**src/rtl/fdd_pkg.sv**
```systemverilog
// Shared definitions for the Disk II track loader and the future write-back block.
package fdd_pkg;

    localparam int unsigned TRACK_BYTES = 6656;
    localparam int unsigned NUM_TRACKS  = 35;
    localparam int unsigned TRACK_W     = 6;
    localparam int unsigned IDX_W       = 13;

    localparam logic [TRACK_W-1:0] LOADED_NONE = 6'h3F;
    localparam logic [TRACK_W-1:0] LAST_TRACK  = TRACK_W'(NUM_TRACKS - 1);
    localparam logic [IDX_W-1:0]   LAST_IDX    = IDX_W'(TRACK_BYTES - 1);

    typedef enum logic [2:0] {
        ST_IDLE,
        ST_SETTLE,
        ST_FETCH,
        ST_WRITE,
        ST_ABORT
    } fdd_state_e;

    // Head positions past the last track read the last track.
    function automatic logic [TRACK_W-1:0] clamp_track(input logic [TRACK_W-1:0] t);
        return (t > LAST_TRACK) ? LAST_TRACK : t;
    endfunction

endpackage

```
**src/rtl/fdd_track_base.sv**
```systemverilog
// Byte address of the first nibble of a track in the image store.
// 6656 = 4096 + 2048 + 512, so the product is a three-term shift-add.
module fdd_track_base
    import fdd_pkg::*;
#(
    parameter int unsigned       ADDR_W    = 18,
    parameter logic [ADDR_W-1:0] BASE_ADDR = '0
)(
    input  logic [TRACK_W-1:0] t_i,
    output logic [ADDR_W-1:0]  base_o
);

    logic [ADDR_W-1:0] t_ext;

    // Shift-add track offset plus image base.
    always_comb begin
        t_ext  = ADDR_W'(t_i);
        base_o = (t_ext << 12) + (t_ext << 11) + (t_ext << 9) + BASE_ADDR;
    end

endmodule

```
**src/rtl/fdd140_track_loader.sv**
```systemverilog
// Fills the Disk II track RAM from the image store whenever the head
// settles on a track that is not already buffered.
module fdd140_track_loader
    import fdd_pkg::*;
#(
    parameter int unsigned       ADDR_W        = 18,
    parameter logic [ADDR_W-1:0] BASE_ADDR     = '0,
    parameter int unsigned       SETTLE_CYCLES = 4096
)(
    input  logic              clk,
    input  logic              RESET,
    input  logic [5:0]        TRACK,
    input  logic              image_valid,
    output logic [ADDR_W-1:0] mem_addr,
    output logic              mem_req,
    input  logic              mem_ack,
    input  logic [7:0]        mem_data,
    output logic [12:0]       ram_write_addr,
    output logic [7:0]        ram_di,
    output logic              ram_we,
    output logic              busy,
    output logic [5:0]        loaded_track
);

    localparam int unsigned      CNT_W    = (SETTLE_CYCLES > 1) ? $clog2(SETTLE_CYCLES) : 1;
    localparam logic [CNT_W-1:0] CNT_LAST = CNT_W'(SETTLE_CYCLES - 1);

    fdd_state_e         state_q,  state_d;
    logic [TRACK_W-1:0] tgt_q,    tgt_d;
    logic [TRACK_W-1:0] loaded_q, loaded_d;
    logic [CNT_W-1:0]   cnt_q,    cnt_d;
    logic [IDX_W-1:0]   idx_q,    idx_d;
    logic [ADDR_W-1:0]  addr_q,   addr_d;
    logic [IDX_W-1:0]   waddr_q,  waddr_d;
    logic [7:0]         wdata_q,  wdata_d;

    logic [TRACK_W-1:0] track_c;
    logic [ADDR_W-1:0]  base_w;
    logic               change;
    logic               leave_load;

    assign track_c = clamp_track(TRACK);
    assign change  = (track_c != tgt_q) || !image_valid;

    fdd_track_base #(
        .ADDR_W    (ADDR_W),
        .BASE_ADDR (BASE_ADDR)
    ) u_base (
        .t_i    (tgt_q),
        .base_o (base_w)
    );

    // State and datapath registers, all cleared asynchronously.
    always_ff @(posedge clk or posedge RESET) begin
        if (RESET) begin
            state_q  <= ST_IDLE;
            tgt_q    <= '0;
            loaded_q <= LOADED_NONE;
            cnt_q    <= '0;
            idx_q    <= '0;
            addr_q   <= '0;
            waddr_q  <= '0;
            wdata_q  <= '0;
        end else begin
            state_q  <= state_d;
            tgt_q    <= tgt_d;
            loaded_q <= loaded_d;
            cnt_q    <= cnt_d;
            idx_q    <= idx_d;
            addr_q   <= addr_d;
            waddr_q  <= waddr_d;
            wdata_q  <= wdata_d;
        end
    end

    // Next-state logic; handshake outputs are decoded from the current state
    // so that RESET drops mem_req and ram_we without waiting for a clock.
    always_comb begin
        state_d    = state_q;
        tgt_d      = tgt_q;
        loaded_d   = loaded_q;
        cnt_d      = cnt_q;
        idx_d      = idx_q;
        addr_d     = addr_q;
        waddr_d    = waddr_q;
        wdata_d    = wdata_q;
        mem_req    = 1'b0;
        ram_we     = 1'b0;
        leave_load = 1'b0;

        case (state_q)
            ST_IDLE: begin
                if (image_valid && (track_c != loaded_q)) begin
                    tgt_d   = track_c;
                    cnt_d   = '0;
                    state_d = ST_SETTLE;
                end
            end
            ST_SETTLE: begin
                if (!image_valid) begin
                    state_d = ST_IDLE;
                end else if (track_c != tgt_q) begin
                    tgt_d = track_c;
                    cnt_d = '0;
                end else if (cnt_q == CNT_LAST) begin
                    idx_d    = '0;
                    addr_d   = base_w;
                    loaded_d = LOADED_NONE;
                    state_d  = ST_FETCH;
                end else begin
                    cnt_d = cnt_q + 1'b1;
                end
            end
            ST_FETCH: begin
                mem_req = 1'b1;
                if (mem_ack) begin
                    if (change) begin
                        leave_load = 1'b1;
                    end else begin
                        wdata_d = mem_data;
                        waddr_d = idx_q;
                        state_d = ST_WRITE;
                    end
                end else if (change) begin
                    // tgt is frozen here so mem_addr holds until the ack arrives.
                    state_d = ST_ABORT;
                end
            end
            ST_ABORT: begin
                mem_req = 1'b1;
                if (mem_ack) begin
                    leave_load = 1'b1;
                end
            end
            ST_WRITE: begin
                ram_we = 1'b1;
                if (change) begin
                    leave_load = 1'b1;
                end else if (idx_q == LAST_IDX) begin
                    loaded_d = tgt_q;
                    state_d  = ST_IDLE;
                end else begin
                    idx_d   = idx_q + 1'b1;
                    addr_d  = base_w + ADDR_W'(idx_q + 1'b1);
                    state_d = ST_FETCH;
                end
            end
            default: begin
                state_d = ST_IDLE;
            end
        endcase

        // Common exit from an interrupted load: restart settling on the new
        // head position, or park in IDLE if the image went away.
        if (leave_load) begin
            if (!image_valid) begin
                state_d = ST_IDLE;
            end else begin
                tgt_d   = track_c;
                cnt_d   = '0;
                state_d = ST_SETTLE;
            end
        end
    end

    assign busy           = (state_q != ST_IDLE);
    assign mem_addr       = addr_q;
    assign ram_write_addr = waddr_q;
    assign ram_di         = wdata_q;
    assign loaded_track   = loaded_q;

endmodule

```
**config.mk**
```make
export PLATFORM = sky130hd
export DESIGN_NAME = fdd140_track_loader
export DESIGN_NICKNAME = d
export VERILOG_FILES = /design/src/rtl/fdd_pkg.sv /design/src/rtl/fdd_track_base.sv /design/src/rtl/fdd140_track_loader.sv
export SDC_FILE = /design/constraint.sdc
export NUM_CORES = 1
export LEC_CHECK = 0
export ABC_AREA = 1
export BUFFER_PORTS_ARGS = -buffer_cell sky130_fd_sc_hd__buf_2
export CAP_MARGIN = 10
export CORE_MARGIN = 1.5
export CORE_UTILIZATION = 40
export CTS_CLUSTER_SIZE = 16
export DETAILED_ROUTE_END_ITERATION = 10
export PLACE_DENSITY = 0.57
export REMOVE_ABC_BUFFERS = 1
export SYNTH_ARGS = -nofsm -noshare
export SYNTH_HDL_FRONTEND = slang
export SYNTH_SLANG_ARGS = --single-unit
```
**constraint.sdc**
```tcl
create_clock -name clk -period 8.57 [get_ports clk]
set_clock_uncertainty 0.2 [all_clocks]
set_input_delay 0.857 -clock clk [delete_from_list [all_inputs] [get_ports clk]]
set_output_delay 0.857 -clock clk [all_outputs]
set_load 0.03 [all_outputs]
```
; ---- Yosys cells after proc, flatten, opt, wreduce, memory -nomap -nowiden
; Index checks and enable logic that the tools add are counted.
[totals]
out_inout_bits = 48
wordCells = 98
ff_bits = 79
input_bits = 18
[op_classes]
n_eq_ne = 21
n_lt_le_gt_ge = 1
n_addsub = 6
mux = 50
n_bitwise = 1
reduce_logical = 11
[ops]
columns = op, count
row1 = 18-bit 2-to-1 mux, 5
row2 = 12-bit 2-to-1 mux, 6
row3 = 6-bit 2-to-1 mux, 11
row4 = 13-bit 2-to-1 mux, 5
row5 = 18-bit one-hot mux with 2 select lines, 1
row6 = 3-bit 2-to-1 mux, 9
row7 = 13-bit one-hot mux with 2 select lines, 1
row8 = 12-bit one-hot mux with 2 select lines, 1
row9 = 6-bit one-hot mux with 2 select lines, 2
row10 = 18-bit by 14-bit adder with 18-bit output, 1
row11 = 18-bit by 15-bit adder with 18-bit output, 1
row12 = 18-bit by 17-bit adder with 18-bit output, 1
row13 = 4-bit != test (second input constant), 4
row14 = 3-bit one-hot mux with 5 select lines, 1
row15 = 13-bit by 1-bit adder with 14-bit output (second input constant), 1
row16 = 2-bit != test (second input constant), 7
row17 = 13-bit by 1-bit adder with 13-bit output (second input constant), 1
row18 = 13-bit equality test (second input constant), 1
row19 = 12-bit by 1-bit adder with 12-bit output (second input constant), 1
row20 = 12-bit equality test (second input constant), 1
row21 = 6-bit != test, 2
row22 = 6-bit AND reduction, 2
row23 = 7-bit AND reduction, 1
row24 = 3-bit by 2-bit equality test with 1-bit output (second input constant), 2
row25 = 16 further kinds, 22

; ---- Longest topological paths before layout
[depth]
depth_word = 9
depth_mapped = 15
mapped_depth_nobuf = 15

; ---- Modules after synthesis
; From an unflattened synthesis, not the netlist that was laid out.
[hier_totals]
cells_unflattened = 833
hier_area_um2 = 5972.0
[by_module_without_submodules]
columns = module, seq_area_each_um2, n_inst, cells_each, area_per_inst_um2
row1 = fdd140_track_loader, 1984.4, 1, 785, 5589.1
row2 = fdd_track_base, 0.0, 1, 48, 382.9

; ---- Worst setup path after synthesis
; Ideal clock, no wire load.
[synth_path]
kind = reg2reg
startpoint = reg tgt_q[3]
endpoint = reg addr_q[17], in the netlist mem_addr[17]
period_less_slack_ps = 2708
setup_time_ps = 122
stages_incl_launch_ff = 11
required_time_ps = 8248
slack_ps = 5862
path_buffers = 0
arrival_time_ps = 2386
path_cell_list = dfrtp_1 > fa_1 > ha_1 > ha_1 > nand4_1 > nand3b_1 > nand3_1 > nand3_1 > nor3_1 > xnor2_1 > o21ai_1
[synth_via]
elab_chain_cells = 6
word_cells_on_any_way = 14
classes_between = add/sub (3) / eq/ne (3) / mux (6) / reduce/logical (2)
[synth_lines]
columns = item, line_no
row1 = "start, declared", fdd140_track_loader.sv:29  ; logic [TRACK_W-1:0] tgt_q, tgt_d;
row2 = "start signal, assigned", fdd140_track_loader.sv:66  ; tgt_q <= tgt_d;
row3 = 18-bit by 17-bit adder with 18-bit output, fdd_track_base.sv:18  ; base_o = (t_ext << 12) + (t_ext << 11) + (t_ext << 9) + BASE_ADDR;
row4 = 18-bit by 15-bit adder with 18-bit output, fdd_track_base.sv:18
row5 = 18-bit by 14-bit adder with 18-bit output or 18-bit 2-to-1 mux (tied branches), "fdd140_track_loader.sv:144, fdd140_track_loader.sv:105"
row6 = 18-bit 2-to-1 mux (on tied branches), "fdd140_track_loader.sv:139, fdd140_track_loader.sv:102"
row7 = 18-bit 2-to-1 mux (on tied branches), "fdd140_track_loader.sv:137, fdd140_track_loader.sv:100"
row8 = 18-bit one-hot mux with 2 select lines, fdd140_track_loader.sv:91  ; case (state_q)
row9 = "end signal, assigned", fdd140_track_loader.sv:70  ; addr_q <= addr_d;
row10 = "end, declared", fdd140_track_loader.sv:33  ; logic [ADDR_W-1:0] addr_q, addr_d;
; Parallel ways exist; a longest one is shown, timed or not. The select of a mux whose other input is x is not followed.
; A chain may end at the register's enable or synchronous reset.

; ---- Worst setup path in the final report
[layout_path]
startpoint = reg state_q[1]
endpoint = out busy
[layout_via]
elab_chain_cells = 1
[layout_lines]
columns = item, line_no
row1 = "start, declared", fdd140_track_loader.sv:28  ; fdd_state_e state_q, state_d;
row2 = "start signal, assigned", fdd140_track_loader.sv:65  ; state_q <= state_d;
row3 = 3-bit nonzero test, fdd140_track_loader.sv:166  ; assign busy = (state_q != ST_IDLE);
row4 = "end, declared", fdd140_track_loader.sv:21  ; output logic busy,
; No other way between the ends.

==> flow_metrics.env <==
export IMPL_clkLatencyLatePin_ps=340
export IMPL_n_fill_cell=1248
export IMPL_post_drt_wl_per_cell_um=13.83
export IMPL_crit_path_max_fanout=11
export IMPL_period_share=0.4034
export IMPL_path_class="register to primary output"
export IMPL_gp_congestion=0.8420
export IMPL_synth_top_area_frac=0.3214
export IMPL_hold_end="ram_write_addr[9]$_DFFE_PP0P_"
export IMPL_ys_seq_elements=70
export IMPL_clock_fmax_ghz=0.2892
export IMPL_synthesis_area_sq_um=4982
export IMPL_drive_gt1_frac=0.2093
export IMPL_cts_repair_resized=0
export IMPL_hold_viol=0
export IMPL_grt_max_degree=71
export IMPL_cp_data_arrival_time_ps=2400
export IMPL_stdcell_count=899
export IMPL_hp_class="register to register"
export IMPL_critPathRequiredTime_ps=7510
export IMPL_dieArea_sq_um=13130
export IMPL_cts_root_buf="clkbuf_16"
export IMPL_grt_pass1_vias=4311
export IMPL_die_x_um=114.6
export IMPL_drv_slew=0
export IMPL_cts_hold_buffers_added=0
export IMPL_end_kind="primary output"
export IMPL_setup_violations=0
export IMPL_timing_rr_end="mem_addr[17]$_DFFE_PP0P_"
export IMPL_post_place_cells=883
export IMPL_antennaDiodeCount=0
export IMPL_dp_hpwl_um=8865
export IMPL_rrSetupSlack_ps=5500
export IMPL_grt_overflow=0
export IMPL_port_buffers=65
export IMPL_drt_antenna_violating_nets=0
export IMPL_ir_drop_v=0.0002023
export IMPL_core_area_sq_um=12060
export IMPL_reg2reg_depth=10
export IMPL_final_cell_mix="nand2_1, nand3_1, inv_1"
export IMPL_post_route_min_period_ps=3457
export IMPL_antenna_found_initial=0
export IMPL_h_tree_depth=3
export IMPL_post_cts_setup_buffers=0
export IMPL_syn2layout_area_growth_pct=13.49
export IMPL_postSynthCellCount=677
export IMPL_routed_wl_um=12430
export IMPL_timing_rr_start="tgt_q[3]$_DFF_PP0_"
export IMPL_fin_tns_setup_ps=0
export IMPL_start_util=0.4131
export IMPL_numCtsBuffers=9
export IMPL_ios=66
export IMPL_path_clk_slew_ps=60
export IMPL_dieHeight_um=114.6
export IMPL_relSlewSlack=0.3860
export IMPL_final_util=0.4688
export IMPL_p_per_area_nw_per_um2=339.6
export IMPL_yosys_cell_types_count=47
export IMPL_layout_nets=762
export IMPL_yosysWarnings=0
export IMPL_startpoint_type="register"
export IMPL_track_usage=0.2053
export IMPL_status="finished clean"
export IMPL_cts_tree="done"
export IMPL_holdCritStartpoint="ram_write_addr[9]$_DFFE_PP0P_"
export IMPL_synth_avg_cell_area_sq_um=7.359
export IMPL_synth_area_leaders="dfrtp_1, nand2_1, nand3_1"
export IMPL_yosysSeqAreaShare=0.3531
export IMPL_grt_pass1_wl_um=21180
export IMPL_p_leak_nw=2.892
export IMPL_rsz0062_at_grt="false"
export IMPL_vias_per_cell=5.012
export IMPL_worst_slew_pin_slew_ps=921.0
export IMPL_mostFrequentLayoutCell="nand2_1"
export IMPL_cts_sinks=70
export IMPL_drt_pre_antenna_iters=5
export IMPL_yosysTopAreaCell="dfrtp_1"
export IMPL_cts_buffer_depth=2
export IMPL_drv_cap=0
export IMPL_drt_initial_drc_count=294
export IMPL_drc=0
export IMPL_via_count=4506
export IMPL_num_rows=40
export IMPL_holdPathStages=2
## cell usage after synthesis (all sizes together)
cell type and count:
a211oi 4, a21boi 2, a21oi 17, a22oi 1
a31o 1, a31oi 4, and3 1, buf 22
clkbuf 7, dfrtp 64, dfstp 6, fa 4
ha 14, inv 78, nand2 209, nand3 78
nand3b 4, nand4 11, nor2 55, nor3 8
nor4 2, o211ai 6, o21ai 49, o21bai 1
o221ai 1, o22ai 1, o31ai 1, or2 6
xnor2 8, xor2 12
## per-stage QoR
stage	instance area [sq um]	hold slack, ps	power (mW)	worst slack, ps
after global routing	5654	290.4	2.093	4923
after detailed placement	5330	255.2	1.517	5231
final	5654	268.6	1.920	5113
after floorplan	4780	326.7	1.279	5755
after global placement	5330	250.5	1.507	5325
after CTS	5654	269.9	1.940	5154
## cells by family (layout without fill, tap and decap cells)
group / Yosys count / after routing / share of synthesized area
AO/OA/AOI/OAI: 88 / 88 / 0.1213
flip-flops: 70 / 70 / 0.3531
AND/OR/NAND/NOR: 374 / 374 / 0.3398
XOR/XNOR: 20 / 20 / 0.03516
adder cells (fa/ha/maj): 18 / 18 / 0.05123
buffers and inverters: 107 / 161 / 0.09944
## critical path, stage by stage (launching register included)
cell and delay [ps]:
dfrtp_1 440, nor2_1 280, inv_1 280, nor2_1 610, inv_1 210, buf_2 230
## area by class of cell
type	count	area (sq um)	area share
Sequential cell	70	1759	0.3111
Clock buffer	11	242.7	0.04293
Clock inverter	5	81.33	0.01438
Inverter	78	292.8	0.05178
Multi-Input combinational cell	500	2728	0.4824
Timing Repair Buffer	67	340.3	0.06019
Tap cell	168	210.2	0.03718
## sequential cells by signal (all words and copies together), names as in the netlist
name and flops:
tgt_q 6, cnt_q 12, loaded_track 6, ram_write_addr 13, mem_addr 9, ram_di 8, state_q 3, idx_q 13
## power breakdown
| part | switching [mW] | internal (mW) |
|---|---|---|
| registers | 0.0884 | 0.413 |
| logic | 0.660 | 0.348 |
| clock network | 0.148 | 0.263 |
## worst max path at each step
stage	startpoint	to	slack, ps	cells past startpoint
3_5_place_dp	TRACK[4]	ram_write_addr[4]$_DFFE_PP0P_	5230	12
4_1_cts	state_q[1]$_DFFE_PP0P_	busy	5150	5
6_report	state_q[1]$_DFFE_PP0P_	busy	5110	5
2_1_floorplan	RESET	cnt_q[0]$_DFF_PP0_	5750	1
5_1_grt	state_q[2]$_DFFE_PP0P_	busy	4920	5
3_3_place_gp	TRACK[4]	ram_write_addr[7]$_DFFE_PP0P_	5320	12
## routing by layer
layer / vias to the layer above / wire length (um) / part of all wire / global-route usage
met5: - / 0 / 0 / 0
met4: 0 / 263 / 0.021 / 0.08833
met3: 20 / 530 / 0.043 / 0.03123
met2: 129 / 5643 / 0.45 / 0.3146
met1: 2073 / 5992 / 0.48 / 0.2877
li1: 2284 / - / - / -
(Power assumes the default switching activity.)
